### src/rtl/y86_pkg.sv
`default_nettype none
// ============================================================================
//  Module      : y86_pkg
//  Description : Shared definitions for the Y86 SEQ processor control path.
//                Holds the status codes, the instruction codes, the stage
//                indices and the sequencer state encoding.
//  Revision    : 1.0 - initial release
// ============================================================================
package y86_pkg;

    // Processor status codes
    localparam logic [2:0] c_stat_aok = 3'd1;
    localparam logic [2:0] c_stat_hlt = 3'd2;
    localparam logic [2:0] c_stat_adr = 3'd3;
    localparam logic [2:0] c_stat_ins = 3'd4;
    localparam logic [2:0] c_stat_tmo = 3'd5;

    // Instruction codes
    localparam logic [3:0] c_icode_halt  = 4'd0;
    localparam logic [3:0] c_icode_nop   = 4'd1;
    localparam logic [3:0] c_icode_cmov  = 4'd2;
    localparam logic [3:0] c_icode_irmov = 4'd3;
    localparam logic [3:0] c_icode_rmmov = 4'd4;
    localparam logic [3:0] c_icode_mrmov = 4'd5;
    localparam logic [3:0] c_icode_opq   = 4'd6;
    localparam logic [3:0] c_icode_jxx   = 4'd7;
    localparam logic [3:0] c_icode_call  = 4'd8;
    localparam logic [3:0] c_icode_ret   = 4'd9;
    localparam logic [3:0] c_icode_push  = 4'd10;
    localparam logic [3:0] c_icode_pop   = 4'd11;

    // Stage indices: bit positions in stage_go / stage_done
    localparam int c_stg_fet    = 0;
    localparam int c_stg_dec    = 1;
    localparam int c_stg_exe    = 2;
    localparam int c_stg_mem    = 3;
    localparam int c_stg_wb     = 4;
    localparam int c_stg_pcu    = 5;
    localparam int c_num_stages = 6;

    // Stage states share their encoding with the stage index, so a state
    // value can be used directly as a bit position in stage_go/stage_done.
    typedef enum logic [2:0] {
        ST_FET    = 3'(c_stg_fet),
        ST_DEC    = 3'(c_stg_dec),
        ST_EXE    = 3'(c_stg_exe),
        ST_MEM    = 3'(c_stg_mem),
        ST_WB     = 3'(c_stg_wb),
        ST_PCU    = 3'(c_stg_pcu),
        ST_IDLE   = 3'd6,
        ST_HALTED = 3'd7
    } seq_state_e;

endpackage
`default_nettype wire

### src/rtl/stage_watchdog.sv
`default_nettype none
// ============================================================================
//  Module      : stage_watchdog
//  Description : Per-stage timeout counter. Cleared on every stage entry,
//                counts cycles spent waiting for done, and flags expiry in
//                the cycle that would bring the count to TIMEOUT.
//  Ports       : clk, rst        - clock, synchronous active-high reset
//                i_clear         - restart count from zero (state entry)
//                i_count_en      - a cycle passed without done
//                o_expire        - this cycle is the TIMEOUT-th miss
//  Revision    : 1.0 - initial release
// ============================================================================
module stage_watchdog #(
    parameter int TIMEOUT = 16
) (
    input  logic clk,
    input  logic rst,
    input  logic i_clear,
    input  logic i_count_en,
    output logic o_expire
);

    localparam int              c_cnt_w = $clog2(TIMEOUT + 1);
    localparam logic [c_cnt_w-1:0] c_limit = c_cnt_w'(TIMEOUT - 1);
    localparam logic [c_cnt_w-1:0] c_one   = c_cnt_w'(1);

    logic [c_cnt_w-1:0] r_count;

    // r_count holds the misses already seen in this stage, so the miss
    // happening now is the TIMEOUT-th one when r_count == TIMEOUT-1.
    assign o_expire = i_count_en && (r_count == c_limit);

    always_ff @(posedge clk) begin
        if (rst || i_clear) begin
            r_count <= '0;
        end else if (i_count_en && !o_expire) begin
            r_count <= r_count + c_one;
        end
    end

endmodule
`default_nettype wire

### src/rtl/seq_stage_sequencer.sv
`default_nettype none
// ============================================================================
//  Module      : seq_stage_sequencer
//  Description : Central control FSM of the Y86 SEQ processor. Walks each
//                instruction through FET, DEC, EXE, MEM, WB and PCU with a
//                go/done handshake per stage, owns the status code, the
//                CC and PC write enables and the cycle/instruction counters.
//  Ports       : clk, reset      - clock, synchronous active-high reset
//                run, pause      - start from IDLE / stop after PC update
//                stage_done[5:0] - per-stage completion {PCU..FET}
//                icode, instr_valid, imem_error - fetch results (FET done)
//                dmem_error      - data memory fault (MEM done)
//                stage_go[5:0]   - one-cycle start pulse per stage
//                cc_write_en     - latch condition codes (OPq only)
//                pc_write_en     - commit next PC
//                stat            - processor status code
//                busy            - FSM is in a stage state
//                cycle_count, instr_count - wrapping counters
//  Revision    : 1.0 - initial release
// ============================================================================
module seq_stage_sequencer
    import y86_pkg::*;
#(
    parameter int CNT_W         = 32,
    parameter int STAGE_TIMEOUT = 16
) (
    input  logic                    clk,
    input  logic                    reset,
    input  logic                    run,
    input  logic                    pause,
    input  logic [c_num_stages-1:0] stage_done,
    input  logic [3:0]              icode,
    input  logic                    instr_valid,
    input  logic                    imem_error,
    input  logic                    dmem_error,
    output logic [c_num_stages-1:0] stage_go,
    output logic                    cc_write_en,
    output logic                    pc_write_en,
    output logic [2:0]              stat,
    output logic                    busy,
    output logic [CNT_W-1:0]        cycle_count,
    output logic [CNT_W-1:0]        instr_count
);

    localparam logic [CNT_W-1:0] c_cnt_one = {{(CNT_W-1){1'b0}}, 1'b1};

    seq_state_e r_state;
    seq_state_e w_state_nxt;
    logic       r_first;        // first cycle after entering r_state
    logic [3:0] r_icode;
    logic [2:0] r_stat;
    logic [2:0] w_stat_nxt;
    logic [CNT_W-1:0] r_cycle_count;
    logic [CNT_W-1:0] r_instr_count;

    logic                    w_in_stage;
    logic [c_num_stages-1:0] w_stage_sel;
    logic                    w_done;
    logic                    w_expire;
    logic                    w_count_en;
    logic                    w_state_change;
    logic                    w_cc_we;
    logic                    w_pc_we;

    assign w_in_stage  = (r_state != ST_IDLE) && (r_state != ST_HALTED);
    assign w_stage_sel = w_in_stage ? (c_num_stages'(1) << r_state) : '0;
    // Only the done bit of the current stage matters.
    assign w_done      = |(stage_done & w_stage_sel);
    assign w_count_en  = w_in_stage && !w_done;
    assign w_state_change = (w_state_nxt != r_state);

    stage_watchdog #(
        .TIMEOUT    (STAGE_TIMEOUT)
    ) u_watchdog (
        .clk        (clk),
        .rst        (reset),
        .i_clear    (w_state_change),
        .i_count_en (w_count_en),
        .o_expire   (w_expire)
    );

    // ------------------------------------------------------------------
    // State register
    // ------------------------------------------------------------------
    always_ff @(posedge clk) begin
        if (reset) begin
            r_state       <= ST_IDLE;
            r_first       <= 1'b0;
            r_icode       <= c_icode_nop;
            r_stat        <= c_stat_aok;
            r_cycle_count <= '0;
            r_instr_count <= '0;
        end else begin
            r_state <= w_state_nxt;
            r_first <= w_state_change;
            r_stat  <= w_stat_nxt;
            if ((r_state == ST_FET) && w_done) begin
                r_icode <= icode;
            end
            if (w_in_stage) begin
                r_cycle_count <= r_cycle_count + c_cnt_one;
            end
            if (w_pc_we) begin
                r_instr_count <= r_instr_count + c_cnt_one;
            end
        end
    end

    // ------------------------------------------------------------------
    // Next state and stage-completion strobes
    // ------------------------------------------------------------------
    always_comb begin
        w_state_nxt = r_state;
        w_stat_nxt  = r_stat;
        w_cc_we     = 1'b0;
        w_pc_we     = 1'b0;
        case (r_state)
            ST_IDLE: begin
                if (run) begin
                    w_state_nxt = ST_FET;
                end
            end
            ST_FET: begin
                if (w_done) begin
                    if (imem_error) begin
                        w_state_nxt = ST_HALTED;
                        w_stat_nxt  = c_stat_adr;
                    end else if (!instr_valid) begin
                        w_state_nxt = ST_HALTED;
                        w_stat_nxt  = c_stat_ins;
                    end else if (icode == c_icode_halt) begin
                        w_state_nxt = ST_HALTED;
                        w_stat_nxt  = c_stat_hlt;
                    end else begin
                        w_state_nxt = ST_DEC;
                    end
                end
            end
            ST_DEC: begin
                if (w_done) begin
                    w_state_nxt = ST_EXE;
                end
            end
            ST_EXE: begin
                if (w_done) begin
                    w_state_nxt = ST_MEM;
                    w_cc_we     = (r_icode == c_icode_opq);
                end
            end
            ST_MEM: begin
                if (w_done) begin
                    if (dmem_error) begin
                        w_state_nxt = ST_HALTED;
                        w_stat_nxt  = c_stat_adr;
                    end else begin
                        w_state_nxt = ST_WB;
                    end
                end
            end
            ST_WB: begin
                if (w_done) begin
                    w_state_nxt = ST_PCU;
                end
            end
            ST_PCU: begin
                if (w_done) begin
                    w_pc_we     = 1'b1;
                    w_state_nxt = pause ? ST_IDLE : ST_FET;
                end
            end
            ST_HALTED: begin
                w_state_nxt = ST_HALTED;
            end
            default: begin
                w_state_nxt = ST_IDLE;
            end
        endcase
        // Expiry only fires without done, so done always wins a tie.
        if (w_expire) begin
            w_state_nxt = ST_HALTED;
            w_stat_nxt  = c_stat_tmo;
        end
    end

    // Pulses are suppressed while reset is asserted so an aborted stage
    // never issues a stray strobe.
    assign stage_go    = (r_first && !reset) ? w_stage_sel : '0;
    assign cc_write_en = w_cc_we && !reset;
    assign pc_write_en = w_pc_we && !reset;
    assign stat        = r_stat;
    assign busy        = w_in_stage;
    assign cycle_count = r_cycle_count;
    assign instr_count = r_instr_count;

endmodule
`default_nettype wire

### config.mk
export PLATFORM = sky130hd
export DESIGN_NAME = seq_stage_sequencer
export DESIGN_NICKNAME = d
export VERILOG_FILES = /design/src/rtl/y86_pkg.sv /design/src/rtl/stage_watchdog.sv /design/src/rtl/seq_stage_sequencer.sv
export SDC_FILE = /design/constraint.sdc
export NUM_CORES = 1
export LEC_CHECK = 0
export ABC_AREA = 1
export BUFFER_PORTS_ARGS = -buffer_cell sky130_fd_sc_hd__buf_2
export CAP_MARGIN = 20
export CORE_MARGIN = 1
export CORE_UTILIZATION = 54
export CTS_CLUSTER_DIAMETER = 150
export DETAILED_ROUTE_END_ITERATION = 10
export PLACE_DENSITY = 0.84
export RECOVER_POWER = 50
export SLEW_MARGIN = 30
export SYNTH_ARGS = -nofsm -noshare
export SYNTH_HDL_FRONTEND = slang
export SYNTH_SLANG_ARGS = --single-unit
export TNS_END_PERCENT = 50
### constraint.sdc
create_clock -name clk -period 2.2 [get_ports clk]
set_input_delay 0.22 -clock clk [delete_from_list [all_inputs] [get_ports clk]]
set_output_delay 0.22 -clock clk [all_outputs]
set_load 0.1 [all_outputs]
; After elaboration in Yosys (flattened, before gate mapping)
; Index checks and enable logic that the tools add are counted.
[word_totals]
input_bits = 17
out_inout_bits = 76
regBits = 80
[classes]
shift = 1
n_eq_ne = 20
reduce_logical = 20
addsub = 3
bitwise_logic = 1
mux = 28
[ops]
columns = operator, count
row1 = adder 32 x 1 -> 32 bit (second input constant), 2
row2 = two-way mux 3 bit, 19
row3 = case mux 3 bit (8 select lines), 1
row4 = == test 3 bit (second input constant), 4
row5 = two-way mux 6 bit, 2
row6 = AND reduction 5 bit, 2
row7 = != test 3 x 2 -> 1 bit (second input constant), 3
row8 = logical AND 1 bit, 8
row9 = AND 6 bit, 1
row10 = == test 3 x 2 -> 1 bit (second input constant), 2
row11 = != test 2 bit (second input constant), 3
row12 = != test 3 bit (second input constant), 2
row13 = case mux 3 bit (2 select lines), 1
row14 = OR reduction 6 bit, 1
row15 = << shifter 1 x 3 -> 6 bit (first input constant), 1
row16 = adder 5 x 1 -> 5 bit (second input constant), 1
row17 = == test 5 x 4 -> 1 bit (second input constant), 1
row18 = != test 5 x 3 -> 1 bit (second input constant), 1
row19 = == test 4 x 3 -> 1 bit (second input constant), 1
row20 = logical NOT 4 bit, 1
row21 = two-way mux 1 bit, 4
row22 = != test 4 x 3 -> 1 bit (second input constant), 1
row23 = == test 3 x 1 -> 1 bit (second input constant), 1
row24 = logical NOT 1 bit, 3
row25 = 7 further kinds, 7

; Longest topological paths before layout
; Gate-level depths: netlist (run 1).
[depth]
word_depth = 11
ltp_mapped = 15
mapped_depth_nobuf = 14

; Cells and area by module
; Synthesis (run 1) repeated with hierarchy kept, for this count alone.
[hier_totals]
cells_unflattened = 609
hier_area_um2 = 4325.4
[by_module_without_submodules]
columns = mod, instances, area_per_inst_um2, cells_per_inst
row1 = seq_stage_sequencer, 1, 4041.4, 571
row2 = stage_watchdog, 1, 284.0, 38

; Worst setup path before layout (run 1)
; OpenSTA, ideal clock, no wires.
[synth_timing]
path_type = input to output
start = input port reset
end = output port stage_go[1]
arrival_time_ps = 3560
path_buffers = 1
cell_stages = 4
path_slack_ps = -1580
path_cell_list = inv_1 > clkbuf_1 > nand2_1 > nor4_1
[synth_between]
elab_chain_cells = 3
[synth_lines]
columns = element, line_no
row1 = from (decl), seq_stage_sequencer.sv:28  ; input logic reset,
row2 = logical NOT 1 bit, seq_stage_sequencer.sv:187  ; assign stage_go = (r_first && !reset) ? w_stage_sel : '0;
row3 = logical AND 1 bit, seq_stage_sequencer.sv:187
row4 = two-way mux 6 bit, seq_stage_sequencer.sv:187
row5 = to (decl), seq_stage_sequencer.sv:36  ; output logic [c_num_stages-1:0] stage_go,
; No other way between the ends.

; Final worst setup path (run 1)
[layout_timing]
start = register r_state[1]
end = register r_instr_count[27] (netlist: instr_count[27])
[layout_between]
elab_chain_cells = 7
[layout_lines]
columns = element, line_no
row1 = from (decl), seq_stage_sequencer.sv:47  ; seq_state_e r_state;
row2 = from (signal assigned), seq_stage_sequencer.sv:94  ; r_state <= w_state_nxt;
row3 = != test 3 bit, seq_stage_sequencer.sv:65  ; assign w_in_stage = (r_state != ST_IDLE) && (r_state != ST_HALTED);
row4 = logical AND 1 bit, seq_stage_sequencer.sv:65
row5 = two-way mux 6 bit, seq_stage_sequencer.sv:66  ; assign w_stage_sel = w_in_stage ? (c_num_stages'(1) << r_state) : '0;
row6 = AND 6 bit, seq_stage_sequencer.sv:68  ; assign w_done = |(stage_done & w_stage_sel);
row7 = OR reduction 6 bit, seq_stage_sequencer.sv:68
row8 = two-way mux 1 bit, seq_stage_sequencer.sv:166  ; if (w_done) begin
row9 = two-way mux 1 bit *, seq_stage_sequencer.sv:117  ; case (r_state)
row10 = to (signal assigned), seq_stage_sequencer.sv:104  ; r_instr_count <= r_instr_count + c_cnt_one;
row11 = to (decl), seq_stage_sequencer.sv:54  ; logic [CNT_W-1:0] r_instr_count;
; Every way passes the cells marked *; elsewhere a longest branch is shown, timed or not.
; A chain may end at the register's enable or synchronous reset.

==> metrics.txt, run 1 <==
fin cells=789; status=completed; DRT Wirelength=10,500 µm; Synth Warn #=0; # rows=31; Slew headroom=0.665; skew final=11.1 ps; FF-to-FF setup slack=120 ps; Reg clk slew, reported paths=80 ps; layout cell share with drive strength beyond 1=0.317; initial antenna violation count=0; critical path arrival=2310 ps; 1st-iter DRT viols=239; Hold Startpoint=icode[0]; post-synth top area cell=dfxtp_1; startpoint class of the critical path=flop; minimum hold slack=93.5 ps; crit path to=instr_count[27]$_SDFFE_PP0P_; Area Overhead vs Synth=27.4%; Syn Inst Count=575; Syn Std Cell Area=4130 µm²; Async S/R FF share, synth=0; reg2reg end=instr_count[27]$_SDFFE_PP0P_; # fillers=558; worst skew pair latency=350 ps; Final Hold Fails=0; Worst Path Required=2430 ps; ANT nets after route=0; Synthesized Nets=596; DR vias=4,199; Final Cell Area=5270 µm²; Lkg Pwr=2.30 nW; peak supply drop=0.404 mV; Final Core Density=0.718; Final Critical Period=2080 ps; crit end category=flop; Root Buffer=clkbuf_8; area of the multi-input gates=2190 µm²; EDFF count, synth=0; Num CTS Buffers=9; Placed Instance Area=4920 µm²; Synth Flop Type=dfxtp_1; global route total overflow=0; Detailed Place HPWL=7560 µm; share of the synthesized area in the top cell type=0.388; crit path buf inv count=2; Die Width=89.5 µm; slew at the pin closest to its max-slew limit=506 ps; routed len/inst=13.3 µm; pin count of the biggest net entering global routing=51; die height=89.5 µm; # setup viols final=0; IO Pins=93; GRT Util Overall=0.263; register area=1650 µm²; CORE AREA=7330 µm²; mean post-synth cell area=7.19 µm²; Max Cap Violations=0; # port buffers=92; Synth area leaders=dfxtp_1 (39%), nand2_1 (8.8%), inv_1 (7.3%); sequential-to-total area share from yosys stat=0.388; slowest stage cell, crit path=dfxtp_4; CP Depth=11; Crit Path Class=flop to flop; min-delay worst type=input pin to flop; drt pass-1 iters=4; vias in the first global route=3,689; period utilisation layout=0.945; Fmax achieved=0.481 GHz; Worst Path Max Fanout=7; Synth Register Bits=80; H-tree depth=3; Initial Util=0.564; CTS tree=yes; hold_buf cts=0; nets@finish=706; Top cell by count, worst path=nor2_4; CTS Sinks=80; routability cong.=0.967; Placed Instances=765; pwr/cell area=826 nW/µm²; max incr delay on CP=370 ps; beginning of the critical path=r_state[1]$_SDFF_PP1_; diode count=0; # DRC=0; die area=8010 µm²; Reg2Reg Depth=11; Hold Path Stages=3; post-synth cell types=44; clock buffer depth=2; crit-path leading delay family=simple AND/OR/NAND/NOR gates; Cell Chain, Critical Path=buf_4 -> inv_6 -> nand4_4 -> nor2_4 -> nand2_2 -> nor2_4 -> nand4_2 -> nor3_2 -> nand3_1 -> o21ai_0 -> a21oi_1; DR vias/cell=5.32; first-pass GRT wire length=16,200 µm; Max Transition Viols Final=0; origin of the critical flop-to-flop path=r_state[1]$_SDFF_PP1_
-- timing repair --
action                     in CTS  in global routing
setup buffers                   0                  8
cloned                          0                  0
gates resized for setup         1                 10
pin swaps                       0                  8
setup endpoints to repair       1                 22
-- placed cells by master (no fill, tap or decap), types with 2 or more instances in the layout --
cell type and n:
nand3b_1 2, inv_6 3, nand3_4 4, nor3_1 23, buf_12 8, nor2_1 74
xor2_1 6, dfxtp_2 32, buf_4 17, xnor2_1 3, inv_2 5, buf_2 84
dfxtp_4 3, nand3_1 23, a31oi_1 2, dfxtp_1 45, nand2_2 10, nor3_2 2
nor2_4 9, o21ai_0 40, nor2_2 11, nand4_1 14, inv_1 80, a21oi_1 47
clkbuf_8 10, nand3_2 2, nand2_1 96, nor3_4 5, ha_1 4, bufinv_16 3
-- where the power goes --
group / leakage [nW] / internal, mW / switching [mW]
Clock: 0.123 / 0.791 / 0.550
Sequential: 0.664 / 1.54 / 0.0772
Combinational: 1.51 / 0.415 / 0.981
-- state kept, by name, summed over array words and instances, names as in the netlist --
signal	cells
instr_count	32
r_first	1
u_watchdog.r_count	5
cycle_count	32
stat	3
r_state	3
r_icode	4
-- Yosys cell counts, types with 2 or more instances --
master	n
a21oi_1	47
a31oi_1	2
buf_1	3
buf_6	3
clkbuf_1	5
dfxtp_1	80
ha_1	4
inv_1	80
inv_2	5
inv_6	2
nand2_1	97
nand2_2	9
nand3_1	23
nand3_2	3
nand3_4	3
nand3b_1	2
nand4_1	14
nor2_1	77
nor2_2	10
nor2_4	7
nor3_1	24
nor3_2	2
nor3_4	4
nor4_1	2
o21ai_0	40
o21ai_1	2
xnor2_1	3
xor2_1	6
-- how the worst min path moves through the flow --
stage / to / slack (ps)
after floorplan: r_icode[0]$_SDFFE_PP1P_ / 330
after global placement: instr_count[11]$_SDFFE_PP0P_ / 440
after detailed placement: r_icode[0]$_SDFFE_PP1P_ / 440
after CTS: r_icode[0]$_SDFFE_PP1P_ / 70
after global routing: r_icode[1]$_SDFFE_PP0P_ / 120
final: r_icode[0]$_SDFFE_PP1P_ / 90
-- metal layers --
layer | wire [µm] | track usage
met1 | 4510 | 0.326
met2 | 5060 | 0.439
met3 | 748 | 0.0720
met4 | 150 | 0.0924
met5 | 0 | 0
-- logic make-up (layout without fill, tap and decap cells) --
kind of cell | after synthesis | in the layout | share of synthesized area
buffers and inverters | 98 | 213 | 0.0969
AO/OA/AOI/OAI | 98 | 98 | 0.125
flip-flops | 80 | 80 | 0.388
AND/OR/NAND/NOR | 285 | 285 | 0.357
adder cells (fa/ha/maj) | 4 | 4 | 0.0121
multiplexers | 1 | 1 | 0.00242
XOR/XNOR | 9 | 9 | 0.0191
-- worst min-delay path, stage by stage --
cell and delay, ps:
buf_2 90, nand2_1 50, nand3_1 50
-- final cells by class --
cell class | count | area share
inverter | 87 | 0.0639
timing repair buffer | 110 | 0.135
multi-input combinational | 397 | 0.416
sequential | 80 | 0.314
tap | 99 | 0.0235
clock buffer | 10 | 0.0261
clock inverter | 6 | 0.0219
-- through the flow --
stage	total power, mW	worst slack (ps)	setup TNS (ps)
after floorplan	2.68	-73.1	-366
final	4.35	122	0
after detailed placement	2.94	46.3	0
after global placement	2.92	98.0	0
after global routing	4.55	-26.5	-124
after CTS	4.27	46.3	0
Power figures use the tool's default switching activity.
==> run 2: changes to the inputs <==
--- a/config.mk
+++ b/config.mk
@@ -7,11 +7,11 @@
 export LEC_CHECK = 0
 export ABC_AREA = 1
-export BUFFER_PORTS_ARGS = -buffer_cell sky130_fd_sc_hd__buf_2
-export CAP_MARGIN = 20
+export CAP_MARGIN = 10
 export CORE_MARGIN = 1
-export CORE_UTILIZATION = 54
+export CORE_UTILIZATION = 60
 export CTS_CLUSTER_DIAMETER = 150
 export DETAILED_ROUTE_END_ITERATION = 10
-export PLACE_DENSITY = 0.84
+export DONT_BUFFER_PORTS = 1
+export PLACE_DENSITY = 0.8
 export RECOVER_POWER = 50
 export SLEW_MARGIN = 30
==> constraint.sdc (replaced) <==
create_clock -name clk -period 2.2 [get_ports clk]
set_input_delay 0.22 -clock clk [delete_from_list [all_inputs] [get_ports clk]]
set_output_delay 0.22 -clock clk [all_outputs]
set_load 0.02 [all_outputs]
==> run 2 against run 1 <==
Routed wire length shrank 7.9%. First-iteration DRC count shrank 26%. Worst hold slack lost 80 ps. Critical path depth shrank 1. Clock-buffer cell count grew 2. Final cell count shrank 10%. Clock skew shrank 4.3 ps. Utilization grew 1.7 points. Register-to-register slack gained 40 ps. Sequential share of layout area grew 2.4 points. Die area shrank 9.8%. Non-clock buffer count shrank 59. Largest power group unchanged. Highest routed layer unchanged.
==> metrics.txt, run 2 (synthesis results as in run 1) <==
Reg clk slew, reported paths=80 ps (about the same); layout cell share with drive strength beyond 1=0.197 (-0.121); Worst Path Required=2410 ps (-20 ps); register area=1610 µm² (-2.5%); Lkg Pwr=1.91 nW (-17%); IO Pins=93 (unchanged); Crit Path Class=flop to flop; worst skew pair latency=360 ps (about the same); Slew headroom=0.373 (-0.292); 1st-iter DRT viols=177 (-26%); most frequent cells in the layout=nand2_1 (97), inv_1 (80), dfxtp_1 (76); die area=7220 µm² (-9.8%); routability cong.=0.838 (-13%); minimum hold slack=13.6 ps (-79.9 ps); CORE AREA=6490 µm² (-11%); Final Cell Area=4770 µm² (-9.3%); Detailed Place HPWL=7070 µm (-6.5%); crit end category=flop; CTS Sinks=80 (unchanged); first-pass GRT wire length=16,300 µm (+0.51%); die height=85.0 µm (-5.0%); Initial Util=0.636 (+0.0725); initial antenna violation count=0 (unchanged); Area Overhead vs Synth=15.5%; Placed Instance Area=4520 µm² (-8.1%); CTS tree=yes; DR vias=3,885 (-7.5%); nets@finish=647 (-8.4%); Die Width=85.0 µm (-5.0%); routed len/inst=13.6 µm (+2.7%); status=completed; vias in the first global route=3,753 (+1.7%); total power=3.59 mW (-17%); diode count=0 (unchanged); Reg2Reg Depth=10 (-1); pin count of the biggest net entering global routing=40 (-22%); Worst Path Max Fanout=8 (+1); area of the multi-input gates=2160 µm² (-1.1%); pwr/cell area=752 nW/µm² (-9.0%); ANT nets after route=0 (unchanged); period utilisation layout=0.924 (-0.0201); # fillers=519 (-7.0%); drt pass-1 iters=5 (+1); # setup viols final=0 (unchanged); global route total overflow=0 (unchanged); clock buffer depth=2 (unchanged); DR vias/cell=5.49 (+3.1%); Max Transition Viols Final=0 (unchanged); # rows=29 (-6.5%); Final Hold Fails=0 (unchanged); skew final=6.76 ps (-4.33 ps); GRT Util Overall=0.280 (+0.0170); min-delay worst type=input pin to flop; startpoint class of the critical path=flop; most common cell after layout, fill and taps aside=nand2_1; critical path arrival=2250 ps (-60 ps); DRT Wirelength=9650 µm (-7.9%); setup_tns=0 ps (unchanged); H-tree depth=3 (unchanged); # DRC=0 (unchanged); # port buffers=0 (-100%); peak supply drop=0.419 mV (+3.7%); Num CTS Buffers=9 (unchanged); Final Critical Period=2030 ps (-44.2 ps); RSZ-0062 raised after global routing=true; Max Cap Violations=0 (unchanged); Hold Path Stages=2 (-1); slew at the pin closest to its max-slew limit=937 ps (+431 ps); Fmax achieved=0.492 GHz (+2.2%); Root Buffer=clkbuf_8
-- run 2: final timing paths --
path,start,to,slack [ps]
max,r_state[0]$_SDFF_PP0_,instr_count[31]$_SDFFE_PP0P_,170
min,icode[1],r_icode[1]$_SDFFE_PP0P_,10
max reg2reg,r_state[0]$_SDFF_PP0_,instr_count[31]$_SDFFE_PP0P_,170
min reg2reg,r_icode[2]$_SDFFE_PP0P_,r_icode[2]$_SDFFE_PP0P_,460
-- run 2: area by class of cell --
| type | instances | area share |
|---|---|---|
| Tap cell | 77 | 0.0202 |
| Multi-Input combinational cell | 397 | 0.453 |
| Inverter | 87 | 0.0705 |
| Timing Repair Buffer | 51 | 0.0820 |
| Clock inverter | 4 | 0.00603 |
| Sequential cell | 80 | 0.338 |
| Clock buffer | 12 | 0.0304 |
-- run 2: routing by layer --
layer,vias to the layer above,global-route usage,wire length [µm]
li1,1967,-,-
met1,1774,0.333,4120
met2,123,0.473,4730
met3,21,0.0827,581
met4,0,0.114,220
met5,-,0,0
-- run 2: through the flow --
stage                     setup slack, ps  std cells  utilization
final                                 166        708        0.735
after detailed placement            -16.3        688        0.696
after global routing                -17.0        708        0.735
after global placement               66.1        688        0.696
after floorplan                       253        575            -
after CTS                            13.5        706        0.726
-- run 2: timing repair --
action,CTS,global route
buffers inserted,0,2
setup endpoints to repair,6,25
pin swaps,0,6
hold buffers,2,0
endpoints found under the hold margin,21,0
gates resized for setup,1,14
-- run 2: power by group --
group	internal (mW)	leakage, nW	switching [mW]	total [mW]
Combinational	0.350	1.18	0.604	0.955
Sequential	1.53	0.647	0.119	1.65
Clock	0.444	0.0830	0.539	0.983
-- run 2: critical path: stages (launching register included) --
cell	delay, ps
dfxtp_2	470
nand4_4	220
nor2_4	160
nand2_2	100
nor2_4	120
nand4_2	130
nor3_2	230
nand2_1	140
nor2_1	150
xnor2_1	130
nor2_1	50
